--- src/rtl/timer0_pkg.sv ---
// Shared encodings and constants for the Timer/Counter0 counter, compare and waveform stage.
package timer0_pkg;

    localparam int TIMER_WIDTH = 8;

    typedef enum logic [1:0] {
        WGM_NORMAL   = 2'b00,
        WGM_PWM_PC   = 2'b01,
        WGM_CTC      = 2'b10,
        WGM_FAST_PWM = 2'b11
    } wgm_e;

    typedef enum logic [1:0] {
        COM_OFF    = 2'b00,
        COM_TOGGLE = 2'b01,
        COM_CLEAR  = 2'b10,
        COM_SET    = 2'b11
    } com_e;

    localparam logic [TIMER_WIDTH-1:0] TOP    = '1;
    localparam logic [TIMER_WIDTH-1:0] BOTTOM = '0;

    function automatic logic is_pwm(input wgm_e mode);
        return (mode == WGM_PWM_PC) || (mode == WGM_FAST_PWM);
    endfunction

endpackage

--- src/rtl/timer0_waveform_gen.sv ---
// OC0 output latch: decodes COM/FOC per waveform mode into set, clear or toggle actions.
module timer0_waveform_gen
    import timer0_pkg::*;
(
    input  logic sysClock,
    input  logic reset,
    input  wgm_e mode,
    input  com_e com,
    input  logic foc,
    input  logic match,
    input  logic wrap,
    input  logic dir,
    output logic oc0
);

    logic oc0_q;
    logic oc0_next;
    logic out_en;
    logic pwm_active;

    assign pwm_active = (com == COM_CLEAR) || (com == COM_SET);

    always_comb begin
        // NOTE: default assignment first so every path drives oc0_next and no latch is inferred.
        oc0_next = oc0_q;
        case (mode)
            WGM_FAST_PWM: begin
                // The wrap action wins over a match at TOP so OCR0 = TOP gives a steady level.
                if (pwm_active) begin
                    if (wrap)
                        oc0_next = (com == COM_CLEAR);
                    else if (match)
                        oc0_next = (com == COM_SET);
                end
            end
            WGM_PWM_PC: begin
                if (pwm_active && match)
                    oc0_next = (com == COM_CLEAR) ? dir : !dir;
            end
            default: begin
                if (match || foc) begin
                    case (com)
                        COM_TOGGLE: oc0_next = !oc0_q;
                        COM_CLEAR:  oc0_next = 1'b0;
                        COM_SET:    oc0_next = 1'b1;
                        default:    oc0_next = oc0_q;
                    endcase
                end
            end
        endcase
    end

    // NOTE: state is updated with non-blocking assignments; reset is synchronous and active-high.
    always_ff @(posedge sysClock) begin
        if (reset)
            oc0_q <= 1'b0;
        else
            oc0_q <= oc0_next;
    end

    assign out_en = (com != COM_OFF) && !(is_pwm(mode) && (com == COM_TOGGLE));
    assign oc0    = oc0_q & out_en;

endmodule

--- src/rtl/timer0_counter_unit.sv ---
// TCNT0/OCR0 counter and compare stage of Timer/Counter0 with TOV0/OCF0 flags and OC0 output.
module timer0_counter_unit
    import timer0_pkg::*;
#(
    parameter int WIDTH = 8
) (
    input  logic             sysClock,
    input  logic             reset,
    input  logic             tick,
    input  logic [1:0]       wgm,
    input  logic [1:0]       com,
    input  logic             foc,
    input  logic             tcnt_wr,
    input  logic [WIDTH-1:0] tcnt_wdata,
    input  logic             ocr_wr,
    input  logic [WIDTH-1:0] ocr_wdata,
    input  logic [1:0]       flag_clr,
    output logic [WIDTH-1:0] tcnt,
    output logic [WIDTH-1:0] ocr,
    output logic             tov,
    output logic             ocf,
    output logic             oc0,
    output logic             dir
);

    localparam logic [WIDTH-1:0] CNT_TOP    = {WIDTH{1'b1}};
    localparam logic [WIDTH-1:0] CNT_BOTTOM = '0;
    localparam logic [WIDTH-1:0] CNT_ONE    = WIDTH'(1);

    wgm_e mode;
    assign mode = wgm_e'(wgm);

    logic [WIDTH-1:0] tcnt_q, tcnt_next;
    logic [WIDTH-1:0] ocr_buf_q, ocr_act_q;
    logic             tov_q, ocf_q, dir_q, dir_next, block_q;
    logic             cnt_tick, at_top, at_bottom, match;
    logic             tov_set, ocr_update, wrap;

    // A CPU write to TCNT0 swallows the tick of that cycle.
    assign cnt_tick  = tick && !tcnt_wr;
    assign at_top    = (tcnt_q == CNT_TOP);
    assign at_bottom = (tcnt_q == CNT_BOTTOM);
    assign match     = cnt_tick && (tcnt_q == ocr_act_q) && !block_q;

    always_comb begin
        tcnt_next  = tcnt_q;
        dir_next   = (mode == WGM_PWM_PC) ? dir_q : 1'b0;
        tov_set    = 1'b0;
        ocr_update = 1'b0;
        wrap       = 1'b0;
        if (cnt_tick) begin
            case (mode)
                WGM_NORMAL: begin
                    tcnt_next = tcnt_q + CNT_ONE;
                    tov_set   = at_top;
                end
                WGM_CTC: begin
                    tcnt_next = match ? CNT_BOTTOM : tcnt_q + CNT_ONE;
                    tov_set   = at_top;
                end
                WGM_FAST_PWM: begin
                    if (at_top) begin
                        tcnt_next  = CNT_BOTTOM;
                        tov_set    = 1'b1;
                        ocr_update = 1'b1;
                        wrap       = 1'b1;
                    end else begin
                        tcnt_next = tcnt_q + CNT_ONE;
                    end
                end
                default: begin
                    if (!dir_q) begin
                        if (at_top) begin
                            tcnt_next  = CNT_TOP - CNT_ONE;
                            dir_next   = 1'b1;
                            ocr_update = 1'b1;
                        end else begin
                            tcnt_next = tcnt_q + CNT_ONE;
                        end
                    end else if (at_bottom) begin
                        tcnt_next = CNT_ONE;
                        dir_next  = 1'b0;
                        tov_set   = 1'b1;
                    end else begin
                        tcnt_next = tcnt_q - CNT_ONE;
                    end
                end
            endcase
        end
        if (tcnt_wr)
            tcnt_next = tcnt_wdata;
    end

    always_ff @(posedge sysClock) begin
        if (reset) begin
            tcnt_q    <= '0;
            ocr_buf_q <= '0;
            ocr_act_q <= '0;
            tov_q     <= 1'b0;
            ocf_q     <= 1'b0;
            dir_q     <= 1'b0;
            block_q   <= 1'b0;
        end else begin
            tcnt_q <= tcnt_next;
            dir_q  <= dir_next;

            if (tcnt_wr)
                block_q <= 1'b1;
            else if (cnt_tick)
                block_q <= 1'b0;

            // In PWM modes the compare register is double-buffered and reloads at the update point.
            if (ocr_wr) begin
                ocr_buf_q <= ocr_wdata;
                if (!is_pwm(mode) || ocr_update)
                    ocr_act_q <= ocr_wdata;
            end else if (ocr_update) begin
                ocr_act_q <= ocr_buf_q;
            end

            tov_q <= tov_set | (tov_q & ~flag_clr[0]);
            ocf_q <= match   | (ocf_q & ~flag_clr[1]);
        end
    end

    timer0_waveform_gen u_waveform_gen (
        .sysClock (sysClock),
        .reset    (reset),
        .mode     (mode),
        .com      (com_e'(com)),
        .foc      (foc),
        .match    (match),
        .wrap     (wrap),
        .dir      (dir_q),
        .oc0      (oc0)
    );

    assign tcnt = tcnt_q;
    assign ocr  = ocr_buf_q;
    assign tov  = tov_q;
    assign ocf  = ocf_q;
    assign dir  = dir_q;

endmodule
--- config.mk ---
export PLATFORM = sky130hd
export DESIGN_NAME = timer0_counter_unit
export DESIGN_NICKNAME = d
export VERILOG_FILES = /design/src/rtl/timer0_pkg.sv /design/src/rtl/timer0_waveform_gen.sv /design/src/rtl/timer0_counter_unit.sv
export SDC_FILE = /design/constraint.sdc
export NUM_CORES = 1
export LEC_CHECK = 0
export CORE_MARGIN = 3
export CORE_UTILIZATION = 31
export DETAILED_ROUTE_END_ITERATION = 10
export PLACE_DENSITY_LB_ADDON = 0.15
export SLEW_MARGIN = 20
export SYNTH_ARGS = -nofsm -noshare
export SYNTH_HDL_FRONTEND = slang
export SYNTH_SLANG_ARGS = --single-unit
--- constraint.sdc ---
create_clock -name sysClock -period 1.8 [get_ports sysClock]
set_input_delay 0.27 -clock sysClock [delete_from_list [all_inputs] [get_ports sysClock]]
set_output_delay 0.27 -clock sysClock [all_outputs]
set_load 0.005 [all_outputs]
Yosys cells after proc, flatten, opt, wreduce, memory -nomap -nowiden
Cells that the tools add are included.
{"block": "classes", "mux": 37, "n_addsub": 2, "reduce_logical": 27, "bitwise": 7, "n_eq_ne": 12}
{"operator": "$mux 8", "count": 10}
{"operator": "$pmux 8 s3", "count": 1}
{"operator": "$mux 1", "count": 22}
{"operator": "$add 8x1->8 const B", "count": 1}
{"operator": "$eq 2x2->1 const B", "count": 4}
{"operator": "$eq 8x8->1", "count": 1}
{"operator": "$eq 8x8->1 const B", "count": 1}
{"operator": "$logic_not 8->1", "count": 1}
{"operator": "$sub 8x1->8 const B", "count": 1}
{"operator": "$logic_and 1x1->1", "count": 6}
{"operator": "$logic_not 1->1", "count": 6}
{"operator": "$ne 2x1->1 const B", "count": 3}
{"operator": "$pmux 1 s2", "count": 3}
{"operator": "$reduce_bool 2->1", "count": 3}
{"operator": "$reduce_and 5->1", "count": 1}
{"operator": "$reduce_bool 5->1", "count": 1}
{"operator": "$eq 2x1->1 const B", "count": 2}
{"operator": "$logic_or 1x1->1", "count": 4}
{"operator": "$and 1x1->1", "count": 3}
{"operator": "$ne 3x2->1 const B", "count": 1}
{"operator": "$pmux 1 s3", "count": 1}
{"operator": "$reduce_bool 3->1", "count": 1}
{"operator": "$reduce_or 3->1", "count": 1}
{"operator": "$logic_not 2->1", "count": 1}
{"operator": "other kinds (4)", "count": 6}
{"block": "totals", "input_bits": 28, "ff_bits": 29}

Depth between registers and ports, before layout
{"block": "logic_depth", "depth_word": 8, "ltp_mapped": 8, "depth_no_buf": 8}

Hierarchy
A second synthesis with hierarchy kept.
{"block": "hier_totals", "hier_cells": 247, "area_unflattened_um2": 1983.2}
{"mod": "timer0_counter_unit", "seq_area_each_um2": 560.5, "area_per_inst_um2": 1846.8, "instances": 1, "cells_each": 230}
{"mod": "timer0_waveform_gen", "seq_area_each_um2": 20.0, "area_per_inst_um2": 136.4, "instances": 1, "cells_each": 17}

Worst setup path after synthesis
No wires, ideal clock.
{"block": "synth_timing", "kind": "flip-flop to flip-flop", "from": "register tcnt_q[0], in the netlist tcnt[0]", "to": "register ocr_act_q[7]", "stages_incl_launch_ff": 9, "slack_ns": -0.112, "synth_period_minus_slack_ns": 1.912, "arrival_ns": 1.779, "setup_ns": 0.133, "path_buffers": 1, "path_cell_list": "dfxtp_1 ha_1 nand4_1 nor3_1 and3_1 a21oi_1 buf_2 nand3b_1 o31ai_1"}
{"block": "synth_between", "elab_chain_cells": 8}
{"item": "start: declaration", "line_no": "timer0_counter_unit.sv:33", "source": "logic [WIDTH-1:0] tcnt_q, tcnt_next;"}
{"item": "start signal: assignment", "line_no": "timer0_counter_unit.sv:104", "source": "tcnt_q <= tcnt_next;"}
{"item": "$eq 8x8->1 *", "line_no": "timer0_counter_unit.sv:41", "source": "assign at_top = (tcnt_q == CNT_TOP);"}
{"item": "$mux 1 *", "line_no": "timer0_counter_unit.sv:62, timer0_counter_unit.sv:73"}
{"item": "$mux 1", "line_no": "timer0_counter_unit.sv:72", "source": "if (!dir_q) begin"}
{"item": "$pmux 1 s2 *", "line_no": "timer0_counter_unit.sv:52", "source": "case (mode)"}
{"item": "$mux 1 *", "line_no": "timer0_counter_unit.sv:51", "source": "if (cnt_tick) begin"}
{"item": "$logic_or 1x1->1", "line_no": "timer0_counter_unit.sv:115", "source": "if (!is_pwm(mode) || ocr_update)"}
{"item": "$ne 2x1->1 (no source line)"}
{"item": "$reduce_and 2->1 (no source line) *"}
{"item": "end signal: assignment", "line_no": "timer0_counter_unit.sv:116", "source": "ocr_act_q <= ocr_wdata;"}
{"item": "end signal: assignment", "line_no": "timer0_counter_unit.sv:118", "source": "ocr_act_q <= ocr_buf_q;"}
{"item": "end: declaration", "line_no": "timer0_counter_unit.sv:34", "source": "logic [WIDTH-1:0] ocr_buf_q, ocr_act_q;"}
Mark *: on every way between the ends. The rest lies on a longest branch, timed or not.
A chain may end at the register's enable or synchronous reset.

Worst setup path in the final report
{"block": "layout_timing", "from": "register tcnt_q[2], in the netlist tcnt[2]", "to": "register tcnt_q[1], in the netlist tcnt[1]"}
{"block": "layout_between", "elab_chain_cells": 7}
{"item": "$eq 8x8->1", "line_no": "timer0_counter_unit.sv:43", "source": "assign match = cnt_tick && (tcnt_q == ocr_act_q) && !block_q;"}
{"item": "$logic_and 1x1->1 (2 in series)", "line_no": "timer0_counter_unit.sv:43"}
{"item": "$mux 8", "line_no": "timer0_counter_unit.sv:58", "source": "tcnt_next = match ? CNT_BOTTOM : tcnt_q + CNT_ONE;"}
{"item": "$pmux 8 s3 *", "line_no": "timer0_counter_unit.sv:52"}
{"item": "$mux 8 *", "line_no": "timer0_counter_unit.sv:51"}
{"item": "$mux 8 *", "line_no": "timer0_counter_unit.sv:90", "source": "if (tcnt_wr)"}
Mark *: on every way between the ends. The rest lies on a longest branch, timed or not. The select of a mux whose other input is x is not followed.

==> results.md <==
- The run finished, with violations left.
- The checks that failed: setup timing.
- The type of element capturing the critical path is a flop.
- The final worst-path cycle share is 103%.
- The end point of the critical path is tcnt[1].
- Across all setup checks in the final design, the least slack found is -54.1 ps.
- The number of cells on the worst reg-to-reg path is 6.
- The number of buffers inserted by port buffering is 47.
- The number of flops mapped to enable cells by yosys is 0.
- The count of distinct cell types in the synthesized netlist is 53.
- The first TritonRoute pass finished after 4 iterations.
- When the netlist entered floorplanning its net count stood at 267.
- For this run, the leading register cell type out of synthesis is sky130_fd_sc_hd__dfxtp_1.
- The share of synthesized registers carrying an async set or reset is 0%.
- The number of global-route vias before repair came to 2078.
- Summing all placed instances gives a cell area of 0.00285 mm2.
- For this design the total switching power over the nets is 0.000592 W.
- The largest driver fanout on the critical path is 4.
- The total number of placement rows is 28.
- In this run switching power makes up 28.2% of total power.
- For the pin with the worst max-slew slack, the measured transition is 502 ps.
- The initial antenna violation count is 0.
- Setup repair after global routing could not meet its margin everywhere.
- The total power per unit cell area is 633 mW/mm2.
- The post-route total power is 0.00210 W.
- The total length of routed wires is 6.75 mm.
- The number of filler instances in the final layout is 562.
- The count of antenna diodes in the layout is 0.
- The count of H-tree levels built during CTS is 2.
- The data arrival at the endpoint of the critical path is 2030 ps.
- The finished cells cover 0.00332 mm2.
- The critical path is of the flop to flop type.
- The leakage power figure is 1.33 nW.
- The total area inside the core boundary comes to 0.00596 mm2.
- The footprint of the flip-flops and latches is 597 um2.
- Traced cell by cell, the critical path runs through xor2_1 > or3_4 > or3_4 > or2_4 > nor2_4 > o41ai_2.
- The worst setup skew after layout is 11.4 ps.
- The floorplan step set the die height to 84.8 um.
- After the first detailed-routing iteration, the DRC count stood at 114.
- Counting I/O delays and the setup requirement, the final critical path takes 1850 ps.
- The remaining routing DRC violations is 0.
- Clock latency on the worst-skew pair, taken at its later pin, is 290 ps.
- The most frequent cell on the critical path is sky130_fd_sc_hd__or3_4.
- Global routing used 19.0% of the available tracks across all layers.
- No sink is reached through more buffers than the 2 on the longest clock path.
- The die is 84.8 um wide.
- The count of endpoints failing hold in the final timing report is 0.
- TritonCTS built the clock tree.
- Setup violations remaining at the end of the flow were counted as 7.
- The die outline area is 0.00718 mm2.
- In this run the worst setup path begins at tcnt[2].
- After routing, the total negative slack on setup checks comes to -181 ps.
- The total number of nets in the final design is 375.
- The overall overflow remaining after global route is 0.
- In the synthesized netlist, the number of instances is 236.
- The congestion estimate from routability-driven global placement came to 0.876.
- The clock-pin slew on the worst setup and hold paths is 80 ps.
- Each instance of the synthesized netlist takes up on average 8.15 um2.
- The startpoint of the worst hold path is ocf.
- The layout cell share with drive strength beyond 1 is 37.4%.
- The number of buffers inserted for hold repair after clock tree synthesis is 0.
- Dividing the detail-routed via count by the number of cells gives 5.21.
- The number of pins exceeding their max-slew limit in the final report is 0.
- The detail-routed net length per standard cell is 16.1 um.
- Once the floorplan was initialized, standard cells occupied 32.3% of the core.
- The via count of the routed design is 2187.
- The cell area that synthesis handed to floorplanning was 0.00192 mm2.
- The kind of launch point of the worst setup path is a flop.
- In this run, the clock network consumes 37.2% of the power.
- Sequential elements use 30.2% of the synthesized area.
- The min-delay analysis places its worst path in the category flop to flop.
- In this run, the combinational gates consume 29.2% of the power.
- The top-level I/O count is 48.
- The critical path required time is 1970 ps.
- Summing all multi-input logic gate instances after layout gives 0.00145 mm2.
- The HPWL after detailed placement is 4.90 mm.
- The number of buffers inserted during clock tree synthesis is 5.
- Sequential cells account for 33.6% of the total power.
- The cell-internal power is 0.00151 W.
- Synthesis inferred 29 register bits.
- The number of maximum-capacitance violations is 0.
- The maximum number of pins on one net before global-route repair is 33.
- In this run the register-to-register setup slack is -50 ps.
- The Yosys step of the flow raised 0 warnings.
- The endpoint identified for the worst register-to-register timing path is tcnt[1].
- From synthesis to final layout, the design area changed by 72.5%.
- Prior to clock tree synthesis, the placed netlist has a worst setup slack of -562 ps.
- The first global-routing pass estimated 10.7 mm of wire.
- VDD sags by at most 397 uV.
- For this run, the slowest stage of the critical path takes 380 ps.
- The utilization of the core after routing is 55.7%.
- The worst pin sits at a relative slew slack of 66.4%.
- The startpoint identified for the worst register-to-register timing path is tcnt[2].
- On the critical path, the stage with the largest delay is an instance of sky130_fd_sc_hd__or3_4.
- The cell sitting at the root of the clock tree is a sky130_fd_sc_hd__clkbuf_8.
- The detail route stage leaves a number of antenna-violating nets equal to 0.
- The clock sink total is 29.
- The fmax is 539 MHz.
## metrics by stage
step	instances	hold WS, ps
global route	420	534
detailed placement	400	480
finish	420	481
floorplan	236	424
CTS	418	489
global placement	400	466
## power groups by stage
stage	clock [W]	sequential, W	combinational (W)
after floorplan	0	0.000718	0.000253
after global placement	0	0.000722	0.000512
after detailed placement	0	0.000722	0.000512
after CTS	0.000796	0.000704	0.000561
after global routing	0.000834	0.000710	0.000664
final	0.000781	0.000706	0.000614
## flip-flops by register name (all words and copies together), names as in the netlist
signal                flops
block_q                   1
dir                       1
ocf                       1
ocr                       8
ocr_act_q                 8
tcnt                      8
tov                       1
u_waveform_gen.oc0_q      1
## cells in the mapped netlist, drive strengths merged, types with 2 or more instances
cell | number | area share (%)
a211oi | 4 | 1.6
a21oi | 10 | 2.8
a221o | 2 | 1.0
a221oi | 2 | 0.91
a22oi | 2 | 0.78
a31oi | 6 | 2.0
and3 | 4 | 1.3
and4 | 2 | 0.91
buf | 8 | 2.9
clkbuf | 9 | 1.8
dfxtp | 29 | 30
ha | 3 | 2.0
inv | 8 | 1.6
mux2i | 8 | 4.2
nand2 | 13 | 2.5
nand2b | 5 | 2.0
nand3 | 6 | 1.6
nand3b | 8 | 3.1
nand4 | 3 | 0.98
nand4b | 2 | 0.91
nor2 | 27 | 5.4
nor2b | 4 | 1.3
nor3 | 5 | 1.3
nor3b | 4 | 1.6
nor4 | 2 | 0.65
o21ai | 11 | 3.1
o22ai | 5 | 1.6
o31ai | 9 | 3.5
o41ai | 2 | 1.9
or2 | 3 | 1.1
or3 | 3 | 1.5
xnor2 | 14 | 6.4
xor2 | 3 | 1.4
## area by class of cell
type                       instances  area share (%)
multi-input combinational        182            43.6
timing repair buffer             118            30.7
sequential                        29            18.0
clock buffer                       6            2.83
tap                               75            2.83
clock inverter                     2            1.06
inverter                           8           0.981
## layout by cell type (no fill, tap or decap), drive strengths merged, types with 4 or more instances in the layout
| cell type | n |
|---|---|
| inv | 8 |
| nand3 | 6 |
| dfxtp | 29 |
| nor2 | 27 |
| o22ai | 5 |
| o31ai | 9 |
| nor3 | 5 |
| clkbuf | 7 |
| buf | 71 |
| a211oi | 4 |
| nor2b | 4 |
| mux2i | 8 |
| nand3b | 8 |
| a31oi | 6 |
| clkdlybuf4s50 | 43 |
| o21ai | 11 |
| nand2 | 13 |
| and3 | 4 |
| nor3b | 4 |
| nand2b | 5 |
| a21oi | 10 |
| xnor2 | 14 |
## critical path, delay by kind of cell, from the launching register on
kind                      cells  cell delay, ps
DFF                           1             370
and+or+nand+nor               4            1150
xor gates and xnor gates      1             140
AOI/OAI and AO/OA             1              80
## worst min path at each step
stage / to / slack, ps / cells past startpoint
6_report: ocf / 480 / 2
5_1_grt: ocr_act_q[2] / 530 / 2
4_1_cts: ocf / 490 / 2
3_5_place_dp: ocf / 480 / 2
3_3_place_gp: ocf / 470 / 2
2_1_floorplan: tcnt[5] / 420 / 2
## per-layer routing
layer	track usage, %	part of all wire, %	vias to the layer above
met5	0	0	-
met4	8.35	2.1	0
met3	3.14	5.7	12
met2	28.7	45	72
met1	26.5	47	1018
li1	-	-	1085
## logic make-up (layout without fill, tap and decap cells)
logic type | Yosys count | in the layout | share of synthesized area [%]
flops | 29 | 29 | 30.2
buf+inv | 25 | 134 | 6.18
mux | 8 | 8 | 4.16
simple gates | 92 | 92 | 26.6
fa+ha+maj | 3 | 3 | 1.95
xor+xnor | 17 | 17 | 7.74
compound gates | 62 | 62 | 23.2
## repair_timing
action	CTS	global route
resized for setup	26	38
pin swaps	15	18
hold endpoints to repair	0	0
buffers inserted	10	4
endpoints found under the setup margin	17	15
Power figures use the tool's default switching activity.
